File: src/rtl/freq_meter.sv
// Gated-window frequency meter: counts synchronized rising edges of sig_in over
// GATE_CYCLES clk cycles and publishes the count once per back-to-back window.
module freq_meter #(
   parameter int unsigned GATE_CYCLES = 100_000_000,
   parameter int unsigned CNT_W       = 27
) (
   input  logic             clk,
   input  logic             rst_n,
   input  logic             en,
   input  logic             sig_in,
   output logic [CNT_W-1:0] freq,
   output logic             valid,
   output logic             ovf,
   output logic             busy
);

   localparam int unsigned     GW        = (GATE_CYCLES > 1) ? $clog2(GATE_CYCLES) : 1;
   localparam logic [GW-1:0]    GATE_LAST = GW'(GATE_CYCLES - 1);
   localparam logic [CNT_W-1:0] CNT_MAX   = '1;

   typedef enum logic {StIdle, StCount} state_e;

   state_e           state_q, state_d;
   logic             s1_q, s2_q, s3_q;
   logic             edge_det;
   logic [GW-1:0]    gate_q, gate_d;
   logic [CNT_W-1:0] cnt_q, cnt_d;
   logic [CNT_W-1:0] freq_q, freq_d;
   logic             sat_q, sat_d;
   logic             ovf_q, ovf_d;
   logic             valid_q, valid_d;
   logic             last;
   logic             at_max;
   logic [CNT_W-1:0] cnt_inc;
   logic             sat_inc;

   // Synchronizer and edge history run regardless of en.
   always_ff @(posedge clk or negedge rst_n) begin
      if (!rst_n) begin
         s1_q <= 1'b0;
         s2_q <= 1'b0;
         s3_q <= 1'b0;
      end else begin
         s1_q <= sig_in;
         s2_q <= s1_q;
         s3_q <= s2_q;
      end
   end

   always_ff @(posedge clk or negedge rst_n) begin
      if (!rst_n) begin
         state_q <= StIdle;
         gate_q  <= '0;
         cnt_q   <= '0;
         sat_q   <= 1'b0;
         freq_q  <= '0;
         ovf_q   <= 1'b0;
         valid_q <= 1'b0;
      end else begin
         state_q <= state_d;
         gate_q  <= gate_d;
         cnt_q   <= cnt_d;
         sat_q   <= sat_d;
         freq_q  <= freq_d;
         ovf_q   <= ovf_d;
         valid_q <= valid_d;
      end
   end

   always_comb begin
      edge_det = s2_q & ~s3_q;
      at_max   = (cnt_q == CNT_MAX);
      cnt_inc  = (edge_det && !at_max) ? cnt_q + 1'b1 : cnt_q;
      sat_inc  = sat_q | (edge_det & at_max);
      last     = (gate_q == GATE_LAST);

      state_d = state_q;
      gate_d  = gate_q;
      cnt_d   = cnt_q;
      sat_d   = sat_q;
      freq_d  = freq_q;
      ovf_d   = ovf_q;
      valid_d = 1'b0;

      case (state_q)
         StIdle: begin
            gate_d = '0;
            cnt_d  = '0;
            sat_d  = 1'b0;
            if (en) state_d = StCount;
         end
         StCount: begin
            if (last) begin
               // Window end takes priority over en dropping in the same cycle.
               freq_d  = cnt_inc;
               ovf_d   = sat_inc;
               valid_d = 1'b1;
               gate_d  = '0;
               cnt_d   = '0;
               sat_d   = 1'b0;
               if (!en) state_d = StIdle;
            end else if (!en) begin
               state_d = StIdle;
               gate_d  = '0;
               cnt_d   = '0;
               sat_d   = 1'b0;
            end else begin
               gate_d = gate_q + 1'b1;
               cnt_d  = cnt_inc;
               sat_d  = sat_inc;
            end
         end
         default: state_d = StIdle;
      endcase
   end

   assign freq  = freq_q;
   assign ovf   = ovf_q;
   assign valid = valid_q;
   assign busy  = (state_q == StCount);

endmodule

File: config.mk
export PLATFORM = sky130hd
export DESIGN_NAME = freq_meter
export DESIGN_NICKNAME = d
export VERILOG_FILES = /design/src/rtl/freq_meter.sv
export SDC_FILE = /design/constraint.sdc
export NUM_CORES = 1
export LEC_CHECK = 0
export CORE_MARGIN = 1.5
export CORE_UTILIZATION = 58
export CTS_CLUSTER_SIZE = 30
export DETAILED_ROUTE_END_ITERATION = 12
export GPL_TIMING_DRIVEN = 1
export HOLD_SLACK_MARGIN = 0.08
export MAX_ROUTING_LAYER = met4
export PLACE_DENSITY_LB_ADDON = 0.15
export SYNTH_ARGS = -nofsm -noshare
export SYNTH_HDL_FRONTEND = slang
export SYNTH_SLANG_ARGS = --single-unit
File: constraint.sdc
create_clock -name clk -period 2.7 [get_ports clk]
set_input_delay 0.405 -clock clk [delete_from_list [all_inputs] [get_ports clk]]
set_output_delay 0.405 -clock clk [all_outputs]
set_load 0.005 [all_outputs]
==> impl_metrics.json, run 1 <==
{
  "cts_tree": "done",
  "grt_pass1_vias": 3226,
  "area_growth_pct": 15.4,
  "final_cell_area_mm2": 0.00499,
  "tightest_slew_ps": 708,
  "critPathKind": "reg2reg",
  "cts_max_level": 3,
  "n_fill_cell": 592,
  "antenna_found_initial": 0,
  "clockBufferDepth": 2,
  "ys_ff_latch": 88,
  "cts_buffers": 9,
  "fin_setup_tns_ps": 0,
  "syn_inst": 441,
  "grt_pass1_wl_um": 15100,
  "synth_area_mm2": 0.00433,
  "power_mw": 2.49,
  "endpoint_kind": "flip-flop",
  "ir_drop_v": 0.000327,
  "p_leak_nw": 1.94,
  "status": "finished clean",
  "power_density_mw_per_mm2": 499,
  "timing.rr.start": "gate_q[0]",
  "synth_edf_count": 0,
  "postRouteAntennaNets": 0,
  "final-seq-area_mm2": 0.00220,
  "crit_path_start_kind": "flip-flop",
  "layout-drive-gt1-share": 0.0900,
  "synth_compound_area_frac": 0.0873,
  "cap_violations": 0,
  "grt_overflow": 0,
  "timing_hold_violations_final": 0,
  "instances_no_fill": 577,
  "grtUsageMet1": 0.332,
  "grt_busiest_layer": "met2",
  "period_share": 0.868,
  "min-delay-start": "s1_q",
  "place_area_mm2": 0.00474,
  "final_cell_mix": "88 x dfrtp_1, 55 x nor2_1, 51 x nand2_1, 32 x clkdlybuf4s50_1, 30 x xnor2_1",
  "cts_resized": 0,
  "synth_cell_type_count": 49,
  "clock-sinks": 88,
  "async_flop_share": 1.00,
  "start_util": 0.597,
  "critPathMaxFanout": 19,
  "syn_area_per_cell_um2": 9.81,
  "met3_usage": 0.0360,
  "final_nets": 479,
  "cp-startpoint": "gate_q[0]",
  "dpl.hpwl_um": 6200,
  "viasPerCell": 5.80,
  "drt-total-wl_um": 8930,
  "ys.flop_type": "dfrtp_1",
  "drc": 0,
  "insertion_delay_ps": 360,
  "post-place-cells": 560,
  "first_iter_violations": 158,
  "io_buffers": 33,
  "grt_use_total": 0.254,
  "final_core_util": 0.688,
  "synth_seq_area_share": 0.509,
  "setup_viol": 0,
  "die_y_um": 89.4,
  "yosys_warnings": 0,
  "core_mm2": 0.00725,
  "synthMuxAreaShare": 0.00694,
  "arrival_ps": 2610,
  "hold_path_class": "reg2reg",
  "skew_ps": 12.4,
  "clk_pin_slew_worst_paths_ps": 90,
  "rsz0062_at_grt": "no",
  "gp_congestion": 0.950,
  "vias": 3345,
  "grt_max_degree": 48,
  "clock.fmax_mhz": 427,
  "multi_input_area_mm2": 0.00197,
  "wl_per_cell_um": 15.5,
  "yosys.area_share.xor_xnor": 0.0844,
  "firstDrtPassIters": 4,
  "synth_top_family_by_area": "simple AND/OR/NAND/NOR gates",
  "io_pins": 34,
  "mostFrequentLayoutCell": "dfrtp_1",
  "required_ps": 2970,
  "fp-row-count": 31,
  "slew_headroom": 0.528,
  "dieArea_mm2": 0.00799,
  "n_antenna_cell": 0,
  "use_met2": 0.407,
  "yosys.area_share.simple": 0.270,
  "root_buffer": "clkbuf_8",
  "synth_fa_ha_area_frac": 0.00578,
  "dieWidth_um": 89.4,
  "period_needed_ps": 2340,
  "syn_nets": 447,
  "drv_slew": 0
}
==> metal layers <==
metal	vias to the layer above	routed length (um)
li1	1629	-
met4	0	97
met3	11	364
met1	1611	4100
met5	-	0
met2	94	4370
==> through the flow <==
step                hold slack (ps)  worst slack [ps]
finish                          356               357
global route                    366               233
CTS                             359               365
detailed placement              339               381
global placement                336               483
floorplan                       109               822
==> what timing repair did <==
item                                   in CTS  in global routing
hold buffers                                1                  0
endpoints found under the hold margin      41                  0
setup buffers                               0                  0
==> cell usage after synthesis (2+ instances only) <==
library cell	n	area, um2
buf_2	9	45.0
a21oi_1	12	60.1
nand4_1	17	106
o211ai_1	7	52.6
inv_1	7	26.3
ha_1	2	25.0
xor2_1	8	70.1
or3_1	7	43.8
nand3_1	25	125
nand2_1	51	191
nor2_1	55	206
xor2_2	2	32.5
nor4b_1	4	35.0
a211oi_1	3	22.5
buf_6	4	45.0
clkbuf_1	5	18.8
o21ai_1	6	30.0
nor4_1	12	75.1
and3_1	7	43.8
nand3_2	3	30.0
and4_1	8	70.1
o21ai_0	21	105
or3_2	2	15.0
dfrtp_1	88	2200
mux2i_1	3	30.0
nor3_1	8	40.0
xnor2_1	30	263
and2_1	2	12.5
buf_4	3	22.5
a2111oi_2	2	30.0
or4_1	10	75.1
==> worst max-delay path, cell delays in order, from the launching register on <==
cell and delay, ps:
dfrtp_1 400, ha_1 200, and3_1 300, nand2_1 170, or4_1 850, o21ai_0 330
==> worst paths after layout <==
check	to	depth (start not counted)	slack (ps)
max in group asynchronous	gate_q[25]	3	1500
hold reg to reg	s2_q	0	360
setup reg to reg	freq[23]	5	360
hold / removal	s2_q	0	360
setup / recovery	freq[23]	5	360
min in group asynchronous	freq[11]	2	560
==> cell type report <==
class / count / share of cell area
Sequential cell: 88 / 0.441
Multi-Input combinational cell: 325 / 0.395
Timing Repair Buffer: 42 / 0.0847
Clock buffer: 9 / 0.0248
Clock inverter: 7 / 0.0241
Tap cell: 99 / 0.0248
Inverter: 7 / 0.00526
==> registers in the layout (all words and copies together), names as in the netlist <==
register / count
gate_q: 27
s2_q: 1
ovf: 1
cnt_q: 27
busy: 1
freq: 27
sat_q: 1
valid: 1
s1_q: 1
s3_q: 1
==> report_power, final <==
group          switching [mW]  total [mW]  internal [mW]
clock network           0.480        1.10          0.616
registers             0.00434        1.33           1.32
logic                  0.0493      0.0675         0.0182
==> logic make-up after synthesis <==
logic type,after synthesis
AOI/OAI and AO/OA,59
xor gates and xnor gates,40
adders and majority gates,2
buffers and inverters,28
DFF,88
muxes,3
and+or+nand+nor,221
Note: power is estimated with default switching activity, not from simulation.
==> run 2: changes to the inputs <==
Settings changed: SLEW_MARGIN from default to 20.
==> results of run 2 <==
Final layout, timing and power as in run 1 (identical DEF).
==> run 3: changes to the inputs <==
--- a/config.mk
+++ b/config.mk
@@ -8,5 +8,4 @@
 export CORE_MARGIN = 1.5
 export CORE_UTILIZATION = 58
-export CTS_CLUSTER_SIZE = 30
 export DETAILED_ROUTE_END_ITERATION = 12
 export GPL_TIMING_DRIVEN = 1
==> constraint.sdc (replaced) <==
create_clock -name clk -period 2.7 [get_ports clk]
set_input_delay 0.405 -clock clk [delete_from_list [all_inputs] [get_ports clk]]
set_output_delay 0.405 -clock clk [all_outputs]
set_load 0.05 [all_outputs]
==> results of run 3 <==
The final DEF is identical to that of run 1. Status: finished clean.
